==> src/rtl/fft_ram_seq.sv <==
// FFT sample-RAM sequencer: natural-order load, NUMSTAGES in-place radix-2 DIF
// passes (butterfly read pairs, twiddle indices, delayed write-back), then unload.
// Optional build macro FFT_BITREV_UNLOAD_EN: unload through bit-reversed addresses
// so results leave in natural frequency order; otherwise they leave bit-reversed.
module fft_ram_seq #(
  parameter int NUMSTAGES  = 5,
  parameter int NUMSAMPLES = 32,
  parameter int BFLY_LAT   = 2
) (
  input  logic                 clk,
  input  logic                 rst,
  input  logic                 start,
  input  logic                 in_valid,
  output logic                 in_ready,
  output logic [NUMSTAGES-1:0] rd_addr,
  output logic [NUMSTAGES-1:0] wr_addr,
  output logic                 rd_en,
  output logic                 wr_en,
  output logic                 cs,
  output logic                 wr_sel,
  output logic [NUMSTAGES-1:0] stage,
  output logic [NUMSTAGES-2:0] tw_idx,
  output logic                 out_valid,
  output logic                 busy,
  output logic                 done
);

  localparam int TW_W = NUMSTAGES - 1;

  typedef enum logic [2:0] {
    S_IDLE, S_LOAD, S_COMPUTE, S_DRAIN, S_UNLOAD, S_FINISH
  } state_t;

  state_t                 state, state_d;
  logic [NUMSTAGES-1:0]   cnt, cnt_d;
  logic [NUMSTAGES-1:0]   stage_d;
  logic [TW_W-1:0]        tw_d;
  logic [NUMSTAGES-1:0]   rd_addr_d, wr_addr_d;
  logic                   rd_en_d, wr_en_d, wr_sel_d;
  logic                   load_we, bfly_rd;
  logic                   wb_en_p   [BFLY_LAT];
  logic [NUMSTAGES-1:0]   wb_addr_p [BFLY_LAT];

  // Low-bit mask covering the butterfly half-span of a stage.
  function automatic logic [NUMSTAGES-1:0] span_mask(input logic [NUMSTAGES-1:0] stg);
    return (NUMSTAGES'(1) << (NUMSTAGES - 1 - int'(stg))) - NUMSTAGES'(1);
  endfunction

  // Insert k[0] into p = k>>1 at bit NUMSTAGES-1-stg (top/bottom of a butterfly).
  function automatic logic [NUMSTAGES-1:0] bfly_addr(input logic [NUMSTAGES-1:0] k,
                                                     input logic [NUMSTAGES-1:0] stg);
    logic [NUMSTAGES-1:0] p, m, lo, hi, bit_b;
    p     = k >> 1;
    m     = span_mask(stg);
    lo    = p & m;
    hi    = p & ~m;
    bit_b = k[0] ? (m + NUMSTAGES'(1)) : '0;
    return (hi << 1) | bit_b | lo;
  endfunction

  // Twiddle index for the pair: (p mod span) scaled by 2**stg.
  function automatic logic [TW_W-1:0] twiddle(input logic [NUMSTAGES-1:0] k,
                                              input logic [NUMSTAGES-1:0] stg);
    logic [NUMSTAGES-1:0] t;
    t = ((k >> 1) & span_mask(stg)) << stg;
    return t[TW_W-1:0];
  endfunction

  // Unload read address for result number u.
  function automatic logic [NUMSTAGES-1:0] unload_addr(input logic [NUMSTAGES-1:0] u);
    logic [NUMSTAGES-1:0] r;
`ifdef FFT_BITREV_UNLOAD_EN
    for (int i = 0; i < NUMSTAGES; i++) r[i] = u[NUMSTAGES-1-i];
`else
    r = u;
`endif
    return r;
  endfunction

  // Next state, counters and next values of every registered output.
  always_comb begin
    state_d   = state;
    cnt_d     = cnt;
    stage_d   = stage;
    tw_d      = tw_idx;
    rd_addr_d = rd_addr;
    rd_en_d   = 1'b0;
    load_we   = 1'b0;
    bfly_rd   = 1'b0;
    case (state)
      S_IDLE: begin
        stage_d = '0;
        if (start) state_d = S_LOAD;
      end
      S_LOAD: begin
        stage_d = '0;
        if (in_valid) begin
          load_we = 1'b1;
          cnt_d   = cnt + NUMSTAGES'(1);
          if (cnt == NUMSTAGES'(NUMSAMPLES - 1)) state_d = S_COMPUTE;
        end
      end
      S_COMPUTE: begin
        rd_en_d   = 1'b1;
        bfly_rd   = 1'b1;
        rd_addr_d = bfly_addr(cnt, stage);
        if (!cnt[0]) tw_d = twiddle(cnt, stage);
        cnt_d = cnt + NUMSTAGES'(1);
        if (cnt == NUMSTAGES'(NUMSAMPLES - 1)) state_d = S_DRAIN;
      end
      S_DRAIN: begin
        cnt_d = cnt + NUMSTAGES'(1);
        if (cnt == NUMSTAGES'(BFLY_LAT - 1)) begin
          if (stage == NUMSTAGES'(NUMSTAGES - 1)) begin
            state_d = S_UNLOAD;
          end else begin
            stage_d = stage + NUMSTAGES'(1);
            state_d = S_COMPUTE;
          end
        end
      end
      S_UNLOAD: begin
        rd_en_d   = 1'b1;
        rd_addr_d = unload_addr(cnt);
        cnt_d     = cnt + NUMSTAGES'(1);
        if (cnt == NUMSTAGES'(NUMSAMPLES - 1)) state_d = S_FINISH;
      end
      S_FINISH: state_d = S_IDLE;
      default:  state_d = S_IDLE;
    endcase
    if (state_d != state) cnt_d = '0;
    // Load writes and butterfly write-backs never overlap in time.
    wr_en_d   = load_we | wb_en_p[BFLY_LAT-1];
    wr_addr_d = load_we ? cnt : (wb_en_p[BFLY_LAT-1] ? wb_addr_p[BFLY_LAT-1] : wr_addr);
    wr_sel_d  = (state == S_COMPUTE) || (state == S_DRAIN);
  end

  // State, counters and registered outputs.
  always_ff @(posedge clk) begin
    if (rst) begin
      state     <= S_IDLE;
      cnt       <= '0;
      stage     <= '0;
      tw_idx    <= '0;
      rd_addr   <= '0;
      wr_addr   <= '0;
      rd_en     <= 1'b0;
      wr_en     <= 1'b0;
      wr_sel    <= 1'b0;
      in_ready  <= 1'b0;
      cs        <= 1'b0;
      busy      <= 1'b0;
      out_valid <= 1'b0;
      done      <= 1'b0;
    end else begin
      state     <= state_d;
      cnt       <= cnt_d;
      stage     <= stage_d;
      tw_idx    <= tw_d;
      rd_addr   <= rd_addr_d;
      wr_addr   <= wr_addr_d;
      rd_en     <= rd_en_d;
      wr_en     <= wr_en_d;
      wr_sel    <= wr_sel_d;
      in_ready  <= (state_d == S_LOAD);
      cs        <= (state != S_IDLE) || (state_d != S_IDLE);
      busy      <= (state != S_IDLE) || (state_d != S_IDLE);
      out_valid <= rd_en && ((state == S_UNLOAD) || (state == S_FINISH));
      done      <= (state == S_FINISH);
    end
  end

  // Write-back delay line: butterfly reads replayed BFLY_LAT cycles later as writes.
  always_ff @(posedge clk) begin
    if (rst) begin
      for (int i = 0; i < BFLY_LAT; i++) begin
        wb_en_p[i]   <= 1'b0;
        wb_addr_p[i] <= '0;
      end
    end else begin
      wb_en_p[0]   <= bfly_rd;
      wb_addr_p[0] <= rd_addr_d;
      for (int i = 1; i < BFLY_LAT; i++) begin
        wb_en_p[i]   <= wb_en_p[i-1];
        wb_addr_p[i] <= wb_addr_p[i-1];
      end
    end
  end

endmodule

==> config.mk <==
export PLATFORM = sky130hd
export DESIGN_NAME = fft_ram_seq
export DESIGN_NICKNAME = d
export VERILOG_FILES = /design/src/rtl/fft_ram_seq.sv
export SDC_FILE = /design/constraint.sdc
export NUM_CORES = 1
export LEC_CHECK = 0
export CAP_MARGIN = 20
export CORE_AREA = 2 2 52 90
export DETAILED_ROUTE_END_ITERATION = 12
export DIE_AREA = 0 0 54 92
export GPL_ROUTABILITY_DRIVEN = 0
export GPL_TIMING_DRIVEN = 0
export PLACE_DENSITY = 0.78
export SYNTH_ARGS = -nofsm -noshare
export SYNTH_HDL_FRONTEND = slang
export SYNTH_SLANG_ARGS = --single-unit
==> constraint.sdc <==
create_clock -name clk -period 8.1 [get_ports clk]
set_input_delay 1.62 -clock clk [delete_from_list [all_inputs] [get_ports clk]]
set_output_delay 1.62 -clock clk [all_outputs]
set_load 0.02 [all_outputs]
==> Yosys cells after proc, flatten, opt, wreduce, memory -nomap -nowiden <==
Memories as Yosys holds them, arrays and structs flattened.
Index checks and enable logic that the tools add are counted.
{ "op_classes": {"n_eq_ne": 13, "shift": 2, "add_sub_neg": 5, "n_mux": 28, "n_reduce_logical": 17, "bitwise": 11} }
{ "op_table": {"columns": ["cell", "n"], "rows": [
  ["5-bit two-way mux", 8],
  ["1-bit by 32-bit << shifter with 5-bit output (first input constant)", 1],
  ["5-bit one-hot mux with 2 select lines", 3],
  ["3-bit two-way mux", 7],
  ["5-bit by 1-bit adder with 5-bit output (second input constant)", 3],
  ["3-bit one-hot mux with 5 select lines", 1],
  ["5-bit OR", 2],
  ["1-bit two-way mux", 9],
  ["3-bit by 1-bit equality test with 1-bit output (second input constant)", 2],
  ["3-bit by 2-bit equality test with 1-bit output (second input constant)", 2],
  ["3-bit equality test (second input constant)", 2],
  ["2-bit inequality test (second input constant)", 3],
  ["2-bit nonzero test", 3],
  ["3-bit nonzero test", 2],
  ["2-bit OR reduction", 3],
  ["3-bit by 5-bit subtractor with 6-bit output (first input constant)", 1],
  ["4-bit by 5-bit bitwise AND with 5-bit output", 1],
  ["5-bit by 1-bit equality test with 1-bit output (second input constant)", 1],
  ["5-bit by 3-bit equality test with 1-bit output (second input constant)", 1],
  ["5-bit equality test (second input constant)", 1],
  ["1-bit OR", 5],
  ["5-bit by 5-bit << shifter with 4-bit output", 1],
  ["5-bit by 2-bit subtractor with 5-bit output (second input constant)", 1],
  ["4-bit bitwise AND", 1],
  ["9 further kinds", 12]
]} }
{ "word_totals": {"in_bits": 4, "mem_count": 2, "ff_bits": 34, "wordCells": 91, "ram_bits": 12} }
{ "mem_list": {"columns": ["memory", "depth", "word_bits", "rd", "rd_clocked_by_memory_dff", "write_ports", "line", "text"], "rows": [
  ["wb_addr_p", 2, 5, 2, 0, 2, "42", "logic [NUMSTAGES-1:0] wb_addr_p [BFLY_LAT];"],
  ["wb_en_p", 2, 1, 2, 0, 2, "41", "logic wb_en_p [BFLY_LAT];"]
]} }

==> Longest topological paths before layout <==
Gate-level depths: netlist of run 1.
{ "depth": {"word_depth": 9, "ltp_mapped": 12, "depth_no_buf": 11} }

==> Worst setup path before layout of run 1 <==
Ideal clock, no wire load.
{ "synth_path": {"path_type": "reg-to-reg", "from": "reg stage[0]", "to": "reg tw_idx[3]", "slack_ns": 5.225, "path_stages_with_launch": 13, "t_arrival_ns": 2.774, "n_path_buf": 1, "setup_ns": 0.101, "cell_sequence": "dfxtp_1 clkbuf_1 inv_1 ha_1 and4bb_1 or2_2 nand3_1 ha_1 nor2b_1 mux2i_1 nand2_1 o21ai_0 o41ai_1"} }
{ "synth_via": {"elab_chain_len": 5} }
{ "synth_lines": {"columns": ["item", "line", "text"], "rows": [
  ["start: declaration", "21", "output logic [NUMSTAGES-1:0] stage,"],
  ["start signal: assignment", "158", "stage <= stage_d;"],
  ["3-bit by 5-bit subtractor with 6-bit output", "46", "return (NUMSTAGES'(1) << (NUMSTAGES - 1 - int'(stg))) - NUMSTAGES'(1);"],
  ["1-bit by 32-bit << shifter with 5-bit output", "46", null],
  ["5-bit by 2-bit subtractor with 5-bit output", "46", null],
  ["4-bit by 5-bit bitwise AND with 5-bit output", "65", "t = ((k >> 1) & span_mask(stg)) << stg;"],
  ["5-bit by 5-bit << shifter with 4-bit output (*)", "65", null],
  ["end signal: assignment", "159", "tw_idx <= tw_d;"],
  ["end: declaration", "22", "output logic [NUMSTAGES-2:0] tw_idx,"]
]} }
Mark *: on every way between the ends. The rest lies on a longest branch, timed or not.
A chain may end at the register's enable or synchronous reset.

==> Worst setup path in the final report of run 1 <==
Ends and elaborated chain as after synthesis.

==> results of run 1 <==
kinds of logic after synthesis:
kind of cell	Yosys count	synth area share, %
DFF	41	36.30
muxes	9	4.040
adders and majority gates	7	3.874
and+or+nand+nor	109	26.23
buffers and inverters	37	8.466
AOI/OAI and AO/OA	54	17.60
xor gates and xnor gates	9	3.487
worst reg2reg max path: cells and delay by family (launching register included):
| family | cells | cell delay [ns] |
|---|---|---|
| AO/OA/AOI/OAI | 2 | 0.34 |
| adder cells (fa/ha/maj) | 2 | 0.64 |
| AND/OR/NAND/NOR | 5 | 1.16 |
| flip-flops | 1 | 0.46 |
| buffers and inverters | 2 | 0.55 |
| multiplexers | 1 | 0.18 |
layout by cell type (no fill, tap or decap), types with 2 or more instances in the layout:
cell type / synthesis / routed
xor2_1: 2 / 2
clkinv_2: 0 / 2
nand4_1: 3 / 3
nor2_4: 2 / 2
buf_4: 9 / 9
nor2_1: 33 / 33
nand3_1: 8 / 8
nand2_1: 18 / 18
nor3_1: 13 / 13
or3_1: 4 / 4
nor3b_1: 3 / 3
inv_1: 12 / 12
xnor2_1: 7 / 7
or4b_1: 2 / 2
clkdlybuf4s50_1: 0 / 30
buf_1: 2 / 2
a31oi_1: 3 / 3
buf_2: 3 / 3
o21ai_0: 7 / 7
ha_1: 7 / 7
a211oi_1: 7 / 7
mux2i_1: 8 / 8
dfxtp_1: 41 / 41
clkbuf_1: 9 / 9
a22o_1: 2 / 2
and3_1: 2 / 2
o22ai_1: 2 / 2
clkbuf_8: 0 / 5
a32oi_1: 2 / 2
a21oi_1: 11 / 11
o21bai_1: 2 / 2
buf_6: 2 / 2
nor2b_1: 9 / 9
metal layers:
metal / vias up / wire, um
met5: - / 0
met4: 0 / 220
met3: 16 / 217
met2: 76 / 3061
met1: 944 / 2257
li1: 1012 / -
stage by stage:
step / std cells / utilization [%]
2_1_floorplan: 266 / -
3_3_place_gp: 347 / 60.71
3_5_place_dp: 347 / 60.71
4_1_cts: 355 / 62.70
5_1_grt: 355 / 62.70
6_report: 355 / 62.70
final cells by class:
class	count	area, sq um	area share [%]
plain buffers	25	146.4	5.399
clock buffers	5	68.82	2.538
clock inverters	3	17.52	0.6461
inverters	12	45.04	1.661
multi-input cells	188	1249	46.05
flip-flops and latches	41	820.8	30.27
well taps	51	63.81	2.353
repair buffers	30	300.3	11.08
report_power, final:
part / internal, mW / switching [mW]
combinational: 0.0120 / 0.0173
sequential: 0.205 / 0.00221
clock: 0.0595 / 0.0749
how the worst min path moves through the flow:
stage | to | cells past startpoint | slack (ns) | startpoint
detailed placement | wb_en_p[0][1] | 1 | 0.43 | wb_en_p[0][0]
finish | wb_en_p[0][1] | 1 | 0.45 | wb_en_p[0][0]
CTS | wb_en_p[0][1] | 1 | 0.45 | wb_en_p[0][0]
floorplan | wb_en_p[0][1] | 1 | 0.41 | wb_en_p[0][0]
global placement | wb_en_p[0][1] | 1 | 0.42 | wb_en_p[0][0]
global route | wb_en_p[0][1] | 1 | 0.46 | wb_en_p[0][0]
==> results.toml, run 1 <==
[flow_run]
cap_violations = 0

[global_routing]
grt_max_degree = 14
overflow = 0
antenna_found_initial = 0
met1_usage_pct = 29.19
grt_pass1_wl_um = 9370
grt_util_all_layers_pct = 25.47
grt_use_met2_pct = 42.38
met3_usage_pct = 3.094
grt_busiest_layer = "met2"
grt_pass1_vias = 1942

[cts]
cts_inserted_buffers = 5
root_buffer = "clkbuf_8"
cts_hold_repair.buffers = 0
clk_latency_ns = 0.30
clk_pin_slew_ns = 0.08
htreeDepth = 2
tritoncts = "done"
cts_buffer_depth = 2
cts_sinks = 41
cts_resized = 0
post-cts-setup-buffer-count = 0

[sta]
finalHoldViolCount = 0
maxSlewHeadroom_pct = 59.19
setup_slack_ns = 4.681
period_needed_ns = 3.419
grt_setup_unrepaired = "no"
period_share_pct = 42.21
setup_viol = 0
setup_tns_ns = 0
tightestPinTransition_ns = 0.6099
drv_slew = 0
holdWs_ns = 0.4483
finClkSkew_ns = 0.005927
fmax_ghz = 0.2925

[run_status]
outcome = "finished, final reports clean"

[power_and_ir_drop]
irDropWorstVdd_uv = 101.7
finalPower_mw = 0.3705
power_density_mw_per_mm2 = 136.6
leakage_nw = 0.9767

[drt]
num_vias = 2048
wl_per_cell_um = 16.21
routed_via_density = 5.769
detail_route.first_pass.iterations = 4
drt_iter0_markers = 69
antenna_left = 0
wl_um = 5756
drc = 0

[floorplanning]
core_sq_mm = 0.004324
pin_count = 31
floorplan.rows = 32
dieArea_sq_mm = 0.004968
fp.dieW_um = 54
start_util_pct = 52.29
die_h_um = 92

[worst_setup_path]
r2r-end = "tw_idx[3]"
crit_fanout = 10
crit_slowest_cell = "dfxtp_1"
crit_path_start = "stage[0]"
endpoint = "tw_idx[3]"
reg2reg_from = "stage[0]"
cp_data_required_time_ns = 8.30
cp_num_buf_inv = 2
cp-end-kind = "flop"
critPathKind = "flop to flop"
arrival_ns = 3.62
crit_chain = "clkbuf_1, inv_1, ha_1, and4bb_1, or2_2, nand3_1, ha_1, nor2b_1, mux2i_1, nand2_1, o21ai_0, o41ai_1"
crit_cells = 12
crit_family = "simple AND/OR/NAND/NOR gates"
startpoint_type = "flop"
r2r_setup_slack_ns = 4.68
crit_path_frequent_cell = "ha_1"
slowest_delay_ns = 0.46
worstRegToRegCells = 12

[synthesis]
ys_warn_count = 0
avgSynthCellArea_sq_um = 8.500
synthDistinctLibCells = 61
ys_ff_latch = 41
ys_top_cells_by_area = "dfxtp_1 (36%), nor2_1 (5.5%), ha_1 (3.9%)"
yosysTopAreaCell = "dfxtp_1"
ys_top_cells_by_count = "dfxtp_1 (41), nor2_1 (33), nand2_1 (18)"
synth.top_cell.area_share_pct = 36.30
async_flop_share_pct = 0
synth_cells = 266
syn-cell-area_sq_mm = 0.002261
synthMostInstantiatedCell = "dfxtp_1"
synth-main-ff-cell = "dfxtp_1"
yosysSeqAreaShare_pct = 36.30
synth_edf_count = 0
synthesis.nets = 277

[placement]
place_area_sq_mm = 0.002625
place_ws_ns = 4.662
dp_hpwl_um = 4300
port_buffers = 30

[finish]
final_nets = 314
drive_above_1_share_pct = 11.18
num-fill-cells = 396
area_delta_synth_final_pct = 19.92
insertedDiodeCount = 0
design_area_sq_mm = 0.002711

[hold_path]
hold_class = "flop to flop"
Note: power is estimated with default switching activity, not from simulation.
==> run 2: changes to the inputs <==
CORE_AREA = 2 2 52 91   (was 2 2 52 90)
DIE_AREA = 0 0 54 93   (was 0 0 54 92)
PLACE_DENSITY = 0.77   (was 0.78)
clock period = 3.5 ns   (was 8.1 ns; I/O delays follow)
==> run 2 against run 1 <==
Design area grew 1.8%. Non-clock buffer count stayed put. Largest cell class unchanged. Sequential cell count unchanged. Highest routed layer unchanged. Clock-buffer cell count did not move. Clock power rose to 3.3 times the previous value. Worst setup slack worse by 4.4 ns.
==> results.toml, run 2 (synthesis gave the netlist of run 1 again) <==
[cts]
root_buffer = "clkbuf_8"
clk_latency_ns = 0.30
cts_buffer_depth = 2
cts_inserted_buffers = 5
cts_sinks = 41
tritoncts = "done"
htreeDepth = 2
clk_pin_slew_ns = 0.08
post-cts-setup-buffer-count = 0

[hold_path]
hold_class = "flop to flop"

[floorplanning]
core_sq_mm = 0.004324
pin_count = 31
fp.dieW_um = 54
die_h_um = 93
start_util_pct = 52.29
floorplan.rows = 32
dieArea_sq_mm = 0.005022

[sta]
setup_tns_ns = 0
finClkSkew_ns = 0.006263
setup_slack_ns = 0.3044
period_share_pct = 91.30
period_needed_ns = 3.196
tightestPinTransition_ns = 0.6298
drv_slew = 0
finalHoldViolCount = 0
setup_viol = 0
fmax_ghz = 0.3129
maxSlewHeadroom_pct = 57.86
grt_setup_unrepaired = "no"

[worst_setup_path]
crit_path_frequent_cell = "ha_1"
cp-end-kind = "flop"
crit_chain = "clkbuf_2, inv_1, ha_1, and4bb_1, or2_2, nand3_1, ha_1, nor2b_1, mux2i_1, nand2_1, o21ai_0, o41ai_1"
crit_family = "simple AND/OR/NAND/NOR gates"
slowest_delay_ns = 0.45
cp_num_buf_inv = 2
crit_fanout = 10
startpoint_type = "flop"
critPathKind = "flop to flop"
crit_slowest_cell = "dfxtp_1"
cp_data_required_time_ns = 3.70
arrival_ns = 3.39

[finish]
area_delta_synth_final_pct = 22.08
final_nets = 314
design_area_sq_mm = 0.002760
insertedDiodeCount = 0
drive_above_1_share_pct = 11.51
utilization_pct = 63.83
num-fill-cells = 379
mostFrequentLayoutCells = "dfxtp_1 (41), nor2_1 (33), clkdlybuf4s50_1 (30)"
final_common_cell = "dfxtp_1"

[drt]
num_vias = 2065
routed_via_density = 5.817
drt_iter0_markers = 94
drc = 0
wl_um = 5554
detail_route.first_pass.iterations = 4
antenna_left = 0
wl_per_cell_um = 15.65

[power_and_ir_drop]
irDropWorstVdd_uv = 302.1
leakage_nw = 1.004
power_density_mw_per_mm2 = 359.9
finalPower_mw = 0.9933

[global_routing]
grt_pass1_wl_um = 9252
grt_max_degree = 14
antenna_found_initial = 0
grt_util_all_layers_pct = 24.78
overflow = 0
grt_pass1_vias = 1985

[placement]
place_area_sq_mm = 0.002625
dp_hpwl_um = 4238
port_buffers = 30
place_ws_ns = 0.1958

[flow_run]
cap_violations = 0

[run_status]
outcome = "finished, final reports clean"
==> run 2: cell count changes in the layout (fill, tap and decap cells not counted) <==
cell and delta:
bufinv_16 +2, clkinvlp_4 -1, clkbuf_2 +1, clkbuf_1 -1
clkinv_2 -1
==> run 2: layout make-up <==
class | instances | area [sq um] | share of cell area [%]
Clock inverter | 3 | 65.06 | 2.357
Clock buffer | 5 | 68.82 | 2.493
Buffer | 25 | 147.6 | 5.349
Sequential cell | 41 | 820.8 | 29.74
Timing Repair Buffer | 30 | 300.3 | 10.88
Inverter | 12 | 45.04 | 1.632
Tap cell | 51 | 63.81 | 2.312
Multi-Input combinational cell | 188 | 1249 | 45.24
==> run 2: timing repair <==
action / in CTS / in global routing
hold buffers: 0 / 0
gates resized for setup: 0 / 2
endpoints found under the hold margin: 0 / 0
setup endpoints to repair: 0 / 2
==> run 2: routing by layer <==
layer | GRT usage (%) | vias to the layer above | part of all wire, %
met5 | 0 | - | 0
met4 | 15.42 | 0 | 5.3
met3 | 5.112 | 24 | 4.9
met2 | 41.46 | 76 | 52
met1 | 27.11 | 956 | 38
li1 | - | 1009 | -
==> run 2: power breakdown <==
group	switching [mW]	internal, mW
Sequential	0.00501	0.473
Clock	0.165	0.283
Combinational	0.0393	0.0277
Total	0.209	0.784
==> run 2: per-stage QoR <==
step / hold WS (ns) / std cells
final: 0.4460 / 355
after global routing: 0.4745 / 355
after CTS: 0.4511 / 355
after detailed placement: 0.4320 / 347
after global placement: 0.4228 / 347
after floorplan: 0.4138 / 266
==> run 2: path summary, 6_finish.rpt <==
| path | start | to | slack, ns | cells after the start |
|---|---|---|---|---|
| max | stage[0] | tw_idx[3] | 0.30 | 12 |
| min | wb_en_p[0][0] | wb_en_p[0][1] | 0.45 | 1 |
| max reg2reg | stage[0] | tw_idx[3] | 0.30 | 12 |
| min reg2reg | wb_en_p[0][0] | wb_en_p[0][1] | 0.45 | 1 |
==> variant (settings of run 2) <==
The parameter `BFLY_LAT` goes from 2 to 1.
--- a/src/rtl/fft_ram_seq.sv
+++ b/src/rtl/fft_ram_seq.sv
@@ -5,7 +5,7 @@
 module fft_ram_seq #(
   parameter int NUMSTAGES  = 5,
   parameter int NUMSAMPLES = 32,
-  parameter int BFLY_LAT   = 2
+  parameter int BFLY_LAT   = 1
 ) (
   input  logic                 clk,
   input  logic                 rst,
Function: same outputs for any inputs over 10 cycles, from zero or initial values and one cycle with rst high; that may be too few to reach the edited logic, so the function may still have changed.
==> variant against run 2 <==
Power decreased by 21%. Critical endpoint unchanged. Routed wire length decreased by 5.3%. Synthesized area decreased by 12%. Core utilization decreased by 7.2 points. Die area unchanged. Sequential cell count decreased by 6. Sequential share of layout area decreased by 1.1 points. Largest power group unchanged. Setup slack got worse by 80 ps. Highest routed layer unchanged. Cell area decreased by 11%.
==> variant: results (changes against run 2) <==
status=completed; Async S/R FF share, synth=0 (unchanged); Post-Syn Nets=240 (-13%); met2 Track Usage GR=0.378 (-0.0366); Clock Latency Late Sink=300 ps (about the same); top cells by count, synth=dfxtp_1, nor2_1, a21oi_1, nor3_1, nand2_1; P_leak=0.872 nW (-13%); Reg-to-Reg End=tw_idx[3]; end of the worst hold path=tw_idx[3]; TritonCTS buffer count=5 (unchanged); initial antenna violation count=0 (unchanged); vias in the first global route=1811 (-8.8%); Syn Area/Cell=8.67 sq um (+2.0%); drt wl/cell=16.5 um (+5.4%); clock buffer depth=2 (unchanged); routed wire length=5260 um (-5.3%); largest net degree at the start of global routing=14 (unchanged); H-Tree Depth=2 (unchanged); reg2reg path depth=11 (-1); Setup Skew=3.91 ps (-2.35 ps); DPL Wire Length=3860 um (-8.9%); synth top area cells=dfxtp_1, nor2_1, ha_1; n_diodes=0 (unchanged); drt first pass iters=4 (unchanged); GRT Total Usage=0.230 (-0.0181); worst hold path class=reg2reg; Fill cells=400 (+5.5%); Main synth FF type=dfxtp_1; global-route met1 utilization=0.252 (-0.0191); clock-pin slew on the worst setup and hold paths=80 ps (about the same); placed instance count=309 (-11%); min-delay src=tw_idx[3]; Warnings, synthesis=0 (unchanged); routed vias=1893 (-8.3%); Worst R2R Start=stage[0]; CTS root buf=clkbuf_8; Critical Path AT=3510 ps (+120 ps); first-pass GRT wire length=8500 um (-8.1%); M3 GR Usage=0.0415 (-0.00958); flop-to-flop setup slack=220 ps (-80 ps); hold path depth=2 (+1); Starting DRT DRC Count=70 (-26%); worst-path fanout max=10 (unchanged); maximum VDD drop=0.000249 V (-18%); PortBufs=29 (-3.3%); Internal Power=0.000575 W (-27%); Seq/Total Area, Yosys=0.353 (-0.00994); layout cell share with drive strength beyond 1=0.116 (+0.000540); Slew HR=0.528 (-0.0502); unique cell type count in the Yosys netlist=60 (-1.6%); nets=278 (-11%)
variant: cell types whose count changed in the layout (fill, tap and decap cells not counted), sizes merged, moves of 5 or more:
| cell | before | now |
|---|---|---|
| dfxtp | 41 | 35 |
| nor2 | 35 | 25 |
| nand2 | 18 | 11 |
| nor2b | 9 | 2 |
| buf | 16 | 11 |
variant: metrics by stage:
| stage | setup WS (ps) | hold slack (ps) | cell area (sq um) |
|---|---|---|---|
| 3_5_place_dp | 221 | 453 | 2340 |
| 6_report | 225 | 461 | 2450 |
| 3_3_place_gp | 318 | 441 | 2340 |
| 2_1_floorplan | 501 | 513 | 1980 |
| 4_1_cts | 212 | 464 | 2430 |
| 5_1_grt | -21.0 | 507 | 2450 |
variant: worst max-delay path, cell delays in order (launching register included):
cell and delay (ps):
dfxtp_1 440, buf_2 250, inv_1 100, ha_1 320, and3b_1 280, o211ai_1 300
ha_1 370, or3b_1 380, a21boi_1 220, a22oi_1 110, or3_1 310, a21oi_1 130
variant: power groups by stage:
stage | Clock, W | Sequential, W | Combinational, W
after detailed placement | 0 | 0.000418 | 0.0000653
after global placement | 0 | 0.000417 | 0.0000647
final | 0.000309 | 0.000408 | 0.0000659
after CTS | 0.000315 | 0.000408 | 0.0000656
after floorplan | 0 | 0.000424 | 0.0000334
after global routing | 0.000330 | 0.000409 | 0.0000706
variant: logic make-up after synthesis:
group                    share of synthesized area
AND/OR/NAND/NOR                              0.244
AO/OA/AOI/OAI                                0.214
flip-flops                                   0.353
buffers and inverters                       0.0738
XOR/XNOR                                    0.0353
multiplexers                                0.0353
adder cells (fa/ha/maj)                     0.0441
variant: how the worst max path moves through the flow:
| stage | end | cells after the start | slack, ps | from |
|---|---|---|---|---|
| 2_1_floorplan | tw_idx[3] | 11 | 500 | stage[0] |
| 3_3_place_gp | tw_idx[3] | 11 | 320 | stage[0] |
| 3_5_place_dp | tw_idx[3] | 11 | 220 | stage[0] |
| 4_1_cts | tw_idx[3] | 11 | 210 | stage[0] |
| 5_1_grt | tw_idx[3] | 11 | -20 | stage[0] |
| 6_report | tw_idx[3] | 11 | 220 | stage[0] |
variant: cell type report:
type,instances,share of cell area
multi-input combinational,168,0.466
inverter,10,0.0153
tap,51,0.0261
timing repair buffer,31,0.125
clock inverter,3,0.00971
clock buffer,5,0.0281
buffer,16,0.0445
sequential,35,0.286
variant: layer usage:
layer / wire, um / vias up
li1: - / 912
met1: 2040 / 895
met2: 2730 / 68
met3: 249 / 18
met4: 235 / 0
met5: 0 / -
variant: timing repair:
item | 4_1_cts | 5_1_grt
buffers inserted | 0 | 2
endpoints found under the setup margin | 0 | 1
hold buffers | 0 | 0
gates resized for setup | 0 | 1
